### config.mk
export PLATFORM = sky130hd
export DESIGN_NAME = flag_register_unit
export DESIGN_NICKNAME = d
export VERILOG_FILES = /design/src/rtl/flag_register_unit.sv
export SDC_FILE = /design/constraint.sdc
export NUM_CORES = 1
export LEC_CHECK = 0
export ABC_AREA = 1
export BUFFER_PORTS_ARGS = -buffer_cell sky130_fd_sc_hd__buf_4
export CAP_MARGIN = 15
export CORE_AREA = 2 2 39 41
export CTS_CLUSTER_DIAMETER = 50
export CTS_CLUSTER_SIZE = 20
export DETAILED_ROUTE_END_ITERATION = 10
export DIE_AREA = 0 0 41 43
export PLACE_DENSITY_LB_ADDON = 0.12
export SLEW_MARGIN = 20
export SYNTH_ARGS = -nofsm -noshare
export SYNTH_HDL_FRONTEND = slang
export SYNTH_SLANG_ARGS = --single-unit
### constraint.sdc
create_clock -name clk -period 0.97 [get_ports clk]
set_clock_uncertainty 0.2 [all_clocks]
set_input_delay 0.0485 -clock clk [delete_from_list [all_inputs] [get_ports clk]]
set_output_delay 0.0485 -clock clk [all_outputs]
set_load 0.01 [all_outputs]
### src/rtl/flag_register_unit.sv
// flag_register_unit
// Architectural Z/N/V condition-code register with an in-flight tracker for
// flag-writing instructions. Flags are captured from the ALU result at
// writeback according to the opcode class. flags_busy lets decode hold a
// conditional branch until the flags it depends on have retired. err is a
// sticky protocol-violation indicator: a tracked writer missing its
// writeback, or a writeback that was never tracked.

module flag_register_unit #(
    parameter int WIDTH        = 16,
    parameter int PIPE_DEPTH   = 2,
    parameter int FLUSH_STAGES = 1
) (
    input  logic             clk,
    input  logic             rst_n,
    input  logic             issue_valid,
    input  logic [3:0]       issue_op,
    input  logic             stall,
    input  logic             flush,
    input  logic             wb_valid,
    input  logic [3:0]       wb_op,
    input  logic [WIDTH-1:0] wb_result,
    input  logic             wb_ovfl,
    output logic             Z,
    output logic             N,
    output logic             V,
    output logic             flags_busy,
    output logic             err
);

    localparam int LAST = PIPE_DEPTH - 1;

    typedef enum logic [1:0] {
        CLS_NONE  = 2'b00,
        CLS_ZONLY = 2'b01,
        CLS_FULL  = 2'b10
    } op_class_e;

    // Opcode classification: which flags an opcode is allowed to write.
    function automatic op_class_e op_class(input logic [3:0] op);
        op_class_e cls;
        case (op)
            4'b0000: cls = CLS_FULL;   // ADD
            4'b0001: cls = CLS_FULL;   // SUB
            4'b0010: cls = CLS_ZONLY;  // XOR
            4'b0100: cls = CLS_ZONLY;  // SLL
            4'b0101: cls = CLS_ZONLY;  // SRA
            4'b0110: cls = CLS_ZONLY;  // ROR
            default: cls = CLS_NONE;   // RED, PADDSB and everything else
        endcase
        return cls;
    endfunction

    logic [PIPE_DEPTH-1:0] pend_q, pend_d;
    logic                  z_q, z_d;
    logic                  n_q, n_d;
    logic                  v_q, v_d;
    logic                  err_q, err_d;

    op_class_e issue_cls_s;
    op_class_e wb_cls_s;
    logic      issue_writer_s;
    logic      wb_writer_s;
    logic      result_zero_s;

    assign issue_cls_s    = op_class(issue_op);
    assign wb_cls_s       = op_class(wb_op);
    assign issue_writer_s = (issue_cls_s != CLS_NONE);
    assign wb_writer_s    = wb_valid & (wb_cls_s != CLS_NONE);
    assign result_zero_s  = (wb_result == {WIDTH{1'b0}});

    // In-flight tracker next state: shift unless stalled, then flush clears the youngest stages.
    always_comb begin
        pend_d = pend_q;
        if (!stall) begin
            // A flushed issue is discarded even when no stage is cleared.
            pend_d[0] = issue_valid & issue_writer_s & ~flush;
            for (int i = 1; i < PIPE_DEPTH; i++) begin
                pend_d[i] = pend_q[i-1];
            end
        end else begin
            pend_d = pend_q;
        end
        if (flush) begin
            for (int i = 0; i < PIPE_DEPTH; i++) begin
                if (i < FLUSH_STAGES) begin
                    pend_d[i] = 1'b0;
                end else begin
                    pend_d[i] = pend_d[i];
                end
            end
        end else begin
            pend_d = pend_d;
        end
    end

    // Flag next state: writeback is never blocked by stall or flush.
    always_comb begin
        z_d = z_q;
        n_d = n_q;
        v_d = v_q;
        if (wb_valid) begin
            case (wb_cls_s)
                CLS_FULL: begin
                    z_d = result_zero_s;
                    n_d = wb_result[WIDTH-1];
                    v_d = wb_ovfl;
                end
                CLS_ZONLY: begin
                    z_d = result_zero_s;
                end
                default: begin
                    z_d = z_q;
                end
            endcase
        end else begin
            z_d = z_q;
        end
    end

    // Sticky protocol error: tracked writer without writeback, or untracked writeback.
    always_comb begin
        err_d = err_q;
        if (pend_q[LAST] != wb_writer_s) begin
            err_d = 1'b1;
        end else begin
            err_d = err_q;
        end
    end

    // State registers; reset drops all in-flight tracking immediately.
    always_ff @(posedge clk or negedge rst_n) begin
        if (!rst_n) begin
            pend_q <= {PIPE_DEPTH{1'b0}};
            z_q    <= 1'b0;
            n_q    <= 1'b0;
            v_q    <= 1'b0;
            err_q  <= 1'b0;
        end else begin
            pend_q <= pend_d;
            z_q    <= z_d;
            n_q    <= n_d;
            v_q    <= v_d;
            err_q  <= err_d;
        end
    end

    assign Z          = z_q;
    assign N          = n_q;
    assign V          = v_q;
    assign flags_busy = |pend_q;
    assign err        = err_q;

endmodule
# --- Yosys cells after proc, flatten, opt, wreduce, memory -nomap -nowiden ---
# Index checks and enable logic that the tools add are counted.
totals:
  register_bits: 6
  output_inout_bits: 5
classes:
  n_eq_ne: 14
  muxes: 4
  n_bitwise: 4
  n_reduce_logical: 13
op_table:
  columns: ["op", "n"]
  rows:
  - ["$eq A4 B3 Y1 const B", 6]
  - ["$logic_not A16 Y1", 1]
  - ["$eq A4 B1 Y1 const B", 2]
  - ["$eq A4 B2 Y1 const B", 2]
  - ["$logic_not A4 Y1", 2]
  - ["$pmux W2 S2", 2]
  - ["$reduce_or A2 Y1", 4]
  - ["$reduce_or A4 Y1", 2]
  - ["$reduce_and A2 Y1", 2]
  - ["$reduce_bool A2 Y1", 2]
  - ["$and A1 B1 Y1", 3]
  - ["$eq A2 B1 Y1 const B", 1]
  - ["$eq A2 B2 Y1 const B", 1]
  - ["$mux W2", 1]
  - ["$ne A2 B1 Y1 const B", 1]
  - ["$mux W1", 1]
  - ["$ne A1 B1 Y1", 1]
  - ["$not A1 Y1", 1]

# --- Depth between registers and ports, before layout ---
# Gate-level depths: netlist of the first run.
depth:
  word_depth: 8
  mapped_depth: 9
  depth_no_buf: 9

# --- Worst setup path after synthesis of the first run ---
# OpenSTA, ideal clock, no wires.
synth_path:
  kind: "input -> register"
  from: "input wb_op[0]"
  to: "register n_q, in the netlist N"
  arrival_ns: 0.817
  slack_ns: -0.172
  cell_stages: 5
  path_buffers: 0
  path_cell_list: "a21oi_1 nand2_1 ha_1 nand2_2 mux2_4"
synth_between:
  elab_chain_len: 5
  elab_cells_between_ends: 11
  cone_classes: "eq/ne: 6; mux: 1; reduce/logical: 4"
synth_rtl:
  columns: ["element", "line_no", "rtl"]
  rows:
  - ["start: declaration", "21", "input logic [3:0] wb_op,"]
  - ["$eq A4 B3 Y1 (tied with other cells)", "42", "case (op)"]
  - ["$reduce_or A4 Y1 (no line) or $reduce_or A2 Y1 (tied branches)", null, null]
  - ["$pmux W2 S2 (*)", "42", null]
  - ["$eq A2 B2 Y1 (*)", "103", "case (wb_cls_s)"]
  - ["$reduce_and A2 Y1 (no line) (*)", null, null]
  - ["end signal: assignment", "142", "n_q <= n_d;"]
  - ["end: declaration", "56", "logic n_q, n_d;"]
# Mark *: on every way between the ends. The rest lies on a longest branch, timed or not.
# A chain may end at the register's enable or synchronous reset.

# --- Worst setup path in the final report of the first run ---
layout_path:
  from: "register pend_q[0]"
  to: "output flags_busy"
layout_between:
  elab_chain_len: 1
layout_rtl:
  columns: ["element", "line_no", "rtl"]
  rows:
  - ["start: declaration", "54", "logic [PIPE_DEPTH-1:0] pend_q, pend_d;"]
  - ["start signal: assignment", "134", "pend_q <= {PIPE_DEPTH{1'b0}};"]
  - ["start signal: assignment", "140", "pend_q <= pend_d;"]
  - ["$reduce_or A2 Y1", "151", "assign flags_busy = |pend_q;"]
  - ["end: declaration", "27", "output logic flags_busy,"]
# Every way passes these cells.

==> results of run 1 <==
==> sequential cells by signal, indices dropped and copies added (netlist names) <==
register	count
pend_q	2
N	1
V	1
Z	1
err	1
==> worst max path at each step <==
stage | to | slack, ns
2_1_floorplan | N | -0.15
3_3_place_gp | N | -0.31
3_5_place_dp | V | -0.35
4_1_cts | flags_busy | -0.26
5_1_grt | flags_busy | -0.27
6_report | flags_busy | -0.25
==> what timing repair did <==
action | CTS | global route
setup endpoints to repair | 10 | 11
pin swaps | 8 | 7
setup buffers | 1 | 2
resized for setup | 17 | 7
hold endpoints to repair | 12 | 11
==> power breakdown <==
group,switching [uW],leakage [uW],internal [uW]
combinational,103,0.000345,214
sequential,19.5,0.0000735,278
clock,87.6,0.0000138,140
total,210,0.000432,631
==> layer usage <==
metal,routed length (um),vias to the layer above,GRT usage,share of wire
li1,-,242,-,-
met5,0,-,0,0
met3,76,0,0.0471,0.073
met4,0,0,0.0600,0
met1,418,201,0.166,0.40
met2,552,16,0.191,0.53
==> through the flow <==
step           area [um^2]  hold WS (ns)  worst slack, ns
6_report               835        -0.157           -0.245
5_1_grt                835        -0.160           -0.269
4_1_cts                796        -0.161           -0.259
3_5_place_dp           676        -0.341           -0.346
3_3_place_gp           676        -0.342           -0.308
2_1_floorplan          385        -0.447           -0.148
==> area by class of cell <==
class,count,area [um^2],area share
flip-flops and latches,6,150,0.180
clock buffers,3,22.5,0.0270
multi-input cells,38,262,0.313
well taps,16,20.0,0.0240
repair buffers,41,362,0.433
inverters,5,18.8,0.0225
==> cell usage after synthesis <==
cell	n	area [um^2]
nand3b_1	1	7.51
nand2_1	12	45.0
mux2_4	2	30.0
nand2_2	1	6.26
or2_2	1	6.26
nor2_1	12	45.0
nand3_1	1	5.00
dfrtp_1	6	150
a21oi_1	3	15.0
ha_1	2	25.0
and2_0	1	6.26
inv_1	5	18.8
o21ai_0	1	5.00
o21bai_1	1	7.51
==> kinds of logic after synthesis <==
| logic type | after synthesis | share of synthesized area |
|---|---|---|
| and+or+nand+nor | 29 | 0.326 |
| DFF | 6 | 0.403 |
| AOI/OAI and AO/OA | 5 | 0.0738 |
| buffers and inverters | 5 | 0.0503 |
| muxes | 2 | 0.0805 |
| adders and majority gates | 2 | 0.0671 |
==> worst register-to-register path, delay by kind of cell, from the launching register on <==
family | cells | cell delay (ns)
AOI/OAI and AO/OA | 2 | 0.17
buffers and inverters | 3 | 0.35
DFF | 1 | 0.37
==> run metrics, run 1 <==
setup TNS=-0.902 ns; flop2flop setup slack=-0.22 ns; Setup Viol. Count Final=9; Post-DP HPWL=between 700 and 800 um; max-cap violations=0; crit share post-route=1.25; yosys warns=0; CTS Hold Bufs=2; final std cells w/o fill=between 100 and 150; routability cong.=~0.66; DRT Wirelength=roughly 1000 um; Die X=just over 40 um; WP depth=2; Via density=roughly 4.2; fill count=around 130; clk sinks=6; DIE AREA=0.00176 mm^2; global-route wire length before repair=roughly 1500 um; CP startpoint=pend_q[0]; Total Power=between 800 and 900 uW; critical path peak fanout=2; starting density of the core=0.269; worst min path class=input pin to register; Final Hold Viols=11; fin nets=~130; Fmax=around 820 MHz; CP Buf/Inv Count=1; Vias=around 460; final core utilization=0.603; Synth cell types=14; Max Root-Sink Buffers=2; status=complete, but fails checks; sequential share of the synthesized area=0.403; Max transition margin=0.926; Placed Cells=~100; area of the mapped netlist=about 370 um^2; synthesized flop and latch total=6; largest net degree at the start of global routing=7; final worst setup slack=-0.245 ns; hold path start=wb_ovfl; Min-Delay Endpoint=V; PwrDens=a little over 1000 mW/mm^2; commonest cells after routing, fill and taps aside=buf_4, buf_6, nand2_1; Layout area overhead=124%; Syn Area/Cell=approximately 7.6 um^2; remaining antenna violation count=0; port bufs=34; Root Driver=clkbuf_4; actual slew at the worst max-slew pin=0.111 ns; core area=0.00138 mm^2; num ports=36; initial antenna violation count=0; reg2reg start=pend_q[0]; reg2reg end=pend_q[0]; Post-Syn Nets=82; Arr. time, crit path=0.97 ns; H-tree levels=1; Worst Hold Slack=-0.157 ns; Top Family by Delay on Critical Path=flip-flops; Leak=~0.00043 uW; DRT iter0 DRCs=4; Row Count=14; CTS tree=yes; Post-Syn Instances=just under 50; clk_lat worst skew=between 0.2 and 0.25 ns; most common cell after layout, fill and taps aside=buf_4; Slew Viols, Final=0; antenna cell count=0; Reg clk slew, reported paths=around 0.050 ns; Remaining Overflow, GRT=0; vias in the first global route=413; WS Path Type=register to output pin; Max stage delay on crit path=around 0.37 ns; RSZ-0062 raised after global routing=true; Num CTS Buffers=3; FF-to-FF path depth=5; layout cells sized above 1=0.602; min cycle time layout=1.22 ns; die height=~43 um; crit start category=register; drt first pass iters=5; Peak VDD IR=around 0.68 mV; Critical Path End Type=output pin; Critical Path RT=roughly 0.7 ns; failing checks=negative hold slack, negative setup slack; hold path cells=2; post-DR wirelength/cell=approximately 9.6 um; CP max-delay cell=dfrtp_1; Cell Chain, Critical Path=or2_4 -> buf_6; gr usage total=0.131; DRC=0
Power figures use the tool's default switching activity.
==> run 2: changes to the inputs <==
--- a/config.mk
+++ b/config.mk
@@ -16,2 +16,3 @@
 export PLACE_DENSITY_LB_ADDON = 0.12
+export SKIP_LAST_GASP = 1
 export SLEW_MARGIN = 20
==> constraint.sdc (replaced) <==
create_clock -name clk -period 0.97 [get_ports clk]
set_clock_uncertainty 0.2 [all_clocks]
set_input_delay 0.097 -clock clk [delete_from_list [all_inputs] [get_ports clk]]
set_output_delay 0.097 -clock clk [all_outputs]
set_load 0.01 [all_outputs]
==> run metrics, run 2 (synthesis gave the netlist of run 1 again) <==
hold path cells=3 (+1); core area=0.00138 mm^2 (unchanged); fin nets=126 (-1.6%); vias in the first global route=435 (+5.3%); Worst Hold Slack=-0.124 ns (+0.0328 ns); crit start category=register; RSZ-0062 raised after global routing=true; P_int=612 uW (-3.1%); largest net degree at the start of global routing=7 (unchanged); Remaining Overflow, GRT=0 (unchanged); Max transition margin=0.926 (about the same); DRC=0 (unchanged); commonest cells after routing, fill and taps aside=buf_4, nor2_1, nand2_1; crit share post-route=1.30 (+0.0505); Via density=4.36 (+3.6%); critical path peak fanout=2 (unchanged); flop2flop setup slack=-0.05 ns (+0.17 ns); min cycle time layout=1.26 ns (+0.0490 ns); pre-CTS setup slack=-0.371 ns (-0.0246 ns); Fmax=791 MHz (-3.9%); most common cell after layout, fill and taps aside=buf_4; Vias=467 (+1.7%); WS Path Type=register to output pin; Root Driver=clkbuf_4; PwrDens=1030 mW/mm^2 (+1.7%); final worst setup slack=-0.294 ns (-0.0490 ns); port bufs=34 (unchanged); Final Hold Viols=6 (-5); FF-to-FF path depth=3 (-2); Seq pwr share=0.363 (+0.010); routability cong.=0.614 (-7.6%); die height=43 um (unchanged); Max Root-Sink Buffers=2 (unchanged); Arr. time, crit path=0.97 ns (about the same); starting density of the core=0.269 (unchanged); reg2reg start=pend_q[1]; setup TNS=-0.764 ns (+0.138 ns); DRT Wirelength=1000 um (-4.3%); final std cells w/o fill=107 (-1.8%); failing checks=negative hold slack, negative setup slack; worst min path class=input pin to register; initial antenna violation count=0 (unchanged); post-DR wirelength/cell=9.37 um (-2.5%); max-cap violations=0 (unchanged); Min-Delay Endpoint=pend_q[1]; layout cells sized above 1=0.615 (+0.0132); Sw Share=0.249 (-0.000612); clk sinks=6 (unchanged); Layout area overhead=113%; DIE AREA=0.00176 mm^2 (unchanged); hold path start=stall; P_sw=203 uW (-3.4%); status=complete, but fails checks; Leak=0.000416 uW (-3.8%); global-route wire length before repair=1600 um (+5.9%); CTS Hold Bufs=2 (unchanged); H-tree levels=1 (unchanged); Placed Cells=101 (unchanged); DRT iter0 DRCs=4 (unchanged); CTS tree=yes; gr usage total=0.137 (+0.00640); clock power share=0.281 (+0.011); Die X=41 um (unchanged); Setup Viol. Count Final=9 (unchanged); Critical Path End Type=output pin; Slew Viols, Final=0 (unchanged); antenna cell count=0 (unchanged); Row Count=14 (unchanged); Post-DP HPWL=776 um (+0.84%); drt first pass iters=4 (-1); Largest Register=pend_q; Reg clk slew, reported paths=0.04 ns (about the same); remaining antenna violation count=0 (unchanged); clk_lat worst skew=0.24 ns (about the same); Peak VDD IR=0.695 mV (+2.8%); max FFs per register=2 (unchanged); Critical Path RT=0.67 ns (-0.05 ns); reg2reg end=err; Num CTS Buffers=3 (unchanged); num ports=36 (unchanged); actual slew at the worst max-slew pin=0.110 ns (-0.00142 ns); Comb power frac=0.357 (-0.019)
-- run 2: cell count changes in the layout (fill, tap and decap cells not counted), sizes merged --
| cell | change |
|---|---|
| dlygate4sd3 | -1 |
| buf | -1 |
-- run 2: cell type report --
class / instances / area (um^2)
Fill cell: 138 / 589
Tap cell: 16 / 20.0
Clock buffer: 3 / 22.5
Sequential cell: 6 / 150
Multi-Input combinational cell: 38 / 254
Inverter: 5 / 18.8
Timing Repair Buffer: 39 / 329
-- run 2: per-stage QoR --
step / utilization / total power [uW] / cell area [um^2]
after CTS: 0.572 / 835 / 792
after floorplan: - / 386 / 388
after detailed placement: 0.490 / 543 / 678
after global routing: 0.574 / 875 / 795
after global placement: 0.490 / 541 / 678
final: 0.574 / 815 / 795
-- run 2: critical path: stages, from the launching register on --
cell and delay [ns]:
dfrtp_1 0.38, or2_4 0.23, buf_6 0.12
-- run 2: timing repair --
item	in CTS	in global routing
gates resized for setup	17	2
setup buffers	2	1
setup endpoints to repair	10	11
hold endpoints to repair	12	6
pin swaps	9	5
-- run 2: per-layer routing --
layer,GRT usage,share of wire
met1,0.124,0.36
met2,0.241,0.56
met3,0.0314,0.057
met4,0.100,0.014
met5,0,0
-- run 2: power by group through the flow --
stage	clock [uW]	combinational, uW	sequential [uW]
after floorplan	0	80.1	306
after CTS	246	294	295
after global routing	261	316	298
after global placement	0	246	295
final	229	291	295
after detailed placement	0	248	295
-- run 2: worst max path at each step --
stage / from / to / slack [ns] / cells past startpoint
after detailed placement: wb_op[1] / N / -0.37 / 7
after global routing: pend_q[0] / flags_busy / -0.33 / 2
after floorplan: wb_op[1] / N / -0.20 / 6
final: pend_q[0] / flags_busy / -0.29 / 2
after global placement: wb_op[1] / N / -0.36 / 7
after CTS: pend_q[1] / flags_busy / -0.31 / 2
==> run 3: changes to the inputs <==
- clock period: 0.97 -> 1.2 ns (I/O delays scaled with it)
==> run metrics, run 3 (synthesis gave the netlist of run 1 again) <==
layout cells sized above 1=0.474 (-0.141); Leak=0.000423 uW (+1.6%); Root Driver=clkbuf_4; Vias=464 (-0.64%); CTS tree=yes; Via density=4.11 (-5.9%); vias in the first global route=400 (-8.0%); Layout area overhead=114%; clk_lat worst skew=0.24 ns (about the same); RSZ-0062 raised after global routing=true; num ports=36 (unchanged); Post-DP HPWL=741 um (-4.5%); fin nets=132 (+4.8%); DRT iter0 DRCs=5 (+1); crit start category=register; Arr. time, crit path=0.98 ns (about the same); PwrDens=806 mW/mm^2 (-21%); Largest Register=pend_q; Setup Viol. Count Final=1 (-8); Row Count=14 (unchanged); Cell Chain, Critical Path=or2_4 -> buf_6; Slew Viols, Final=0 (unchanged); largest net degree at the start of global routing=7 (unchanged); H-tree levels=1 (unchanged); Max stage delay on crit path=0.37 ns (about the same); remaining antenna violation count=0 (unchanged); worst min path class=input pin to register; failing checks=negative setup slack; Worst Hold Slack=0.00814 ns (+0.132 ns); post-DR wirelength/cell=8.90 um (-5.0%); max FFs per register=2 (unchanged); starting density of the core=0.269 (unchanged); critical path peak fanout=2 (unchanged); most common cell after layout, fill and taps aside=buf_4; Die X=41 um (unchanged); Fmax=between 700 and 800 MHz; Critical Path End Type=output pin; Final Hold Viols=0 (-6); Peak VDD IR=0.467 mV (-33%); commonest cells after routing, fill and taps aside=buf_4, nand2_1, dlygate4sd3_1; final worst setup slack=-0.101 ns (+0.193 ns); Critical Path RT=0.88 ns (+0.21 ns); max-cap violations=0 (unchanged); drt first pass iters=3 (-1); flop2flop setup slack=0.16 ns (+0.21 ns); Max Root-Sink Buffers=2 (unchanged); WS Path Type=register to output pin; DRT Wirelength=1010 um (+0.30%); setup TNS=-0.101 ns (+0.663 ns); port bufs=34 (unchanged); DRC=0 (unchanged); die height=43 um (unchanged); status=complete, but fails checks; actual slew at the worst max-slew pin=0.140 ns (+0.0308 ns); routability cong.=0.648 (+5.5%); gr usage total=0.128 (-0.00958); initial antenna violation count=0 (unchanged); Reg clk slew, reported paths=0.04 ns (about the same); CP max-delay cell=dfrtp_1; clk sinks=6 (unchanged); crit share post-route=1.08; antenna cell count=0 (unchanged); DIE AREA=0.00176 mm^2 (unchanged); final core utilization=0.578 (+0.00362); Num CTS Buffers=3 (unchanged); Remaining Overflow, GRT=0 (unchanged); core area=0.00138 mm^2 (unchanged); global-route wire length before repair=1490 um (-6.9%); min cycle time layout=about 1.3 ns; Max transition margin=0.905 (-0.0210)
[run 3: cell types whose count changed in the layout (fill, tap and decap cells not counted), moves of 3 or more]
cell / change
nand2_1: +3
buf_4: +4
buf_6: -6
inv_2: -3
inv_1: +3
dlygate4sd3_1: +9
[run 3: worst max-delay path, delay by kind of cell, from the launching register on]
kind	cells	cell delay, ns
simple gates	1	0.25
buf+inv	1	0.12
flops	1	0.37
[run 3: area by class of cell]
class | count | area [um^2]
multi-input combinational | 38 | 221
sequential | 6 | 150
timing repair buffer | 45 | 367
fill | 130 | 584
tap | 16 | 20.0
inverter | 5 | 18.8
clock buffer | 3 | 22.5
[run 3: per-stage QoR]
| stage | cells | instance area (um^2) | total power, uW | setup slack, ns |
|---|---|---|---|---|
| 3_3_place_gp | 100 | 668 | 432 | -0.197 |
| 2_1_floorplan | 49 | 385 | 309 | 0.00415 |
| 6_report | 113 | 800 | 645 | -0.101 |
| 5_1_grt | 113 | 800 | 690 | -0.123 |
| 4_1_cts | 114 | 805 | 656 | -0.101 |
| 3_5_place_dp | 100 | 668 | 432 | -0.204 |
[run 3: where the power goes]
part	switching, uW	total [uW]	internal (uW)
sequential	11.6	236	225
combinational	72.0	226	154
clock	70.0	183	113
total	154	645	491
[run 3: path summary, 6_finish.rpt]
| path | from | end | cells past startpoint |
|---|---|---|---|
| setup / recovery | pend_q[0] | flags_busy | 2 |
| hold / removal | wb_result[8] | Z | 6 |
| setup reg to reg | pend_q[1] | err | 3 |
| hold reg to reg | err | err | 2 |
| max in group asynchronous | rst_n | pend_q[0] | 2 |
| min in group asynchronous | rst_n | N | 2 |
[run 3: what timing repair did]
action,CTS,global route
endpoints found under the setup margin,1,2
resized for setup,2,2
hold buffers,10,0
hold endpoints to repair,12,0
pin swaps,0,6
buffers inserted,1,0
[run 3: per-layer routing]
| layer | GRT usage | part of all wire |
|---|---|---|
| met2 | 0.213 | 0.49 |
| met4 | 0.0800 | 0.019 |
| met3 | 0.0314 | 0.095 |
| met5 | 0 | 0 |
| met1 | 0.132 | 0.40 |
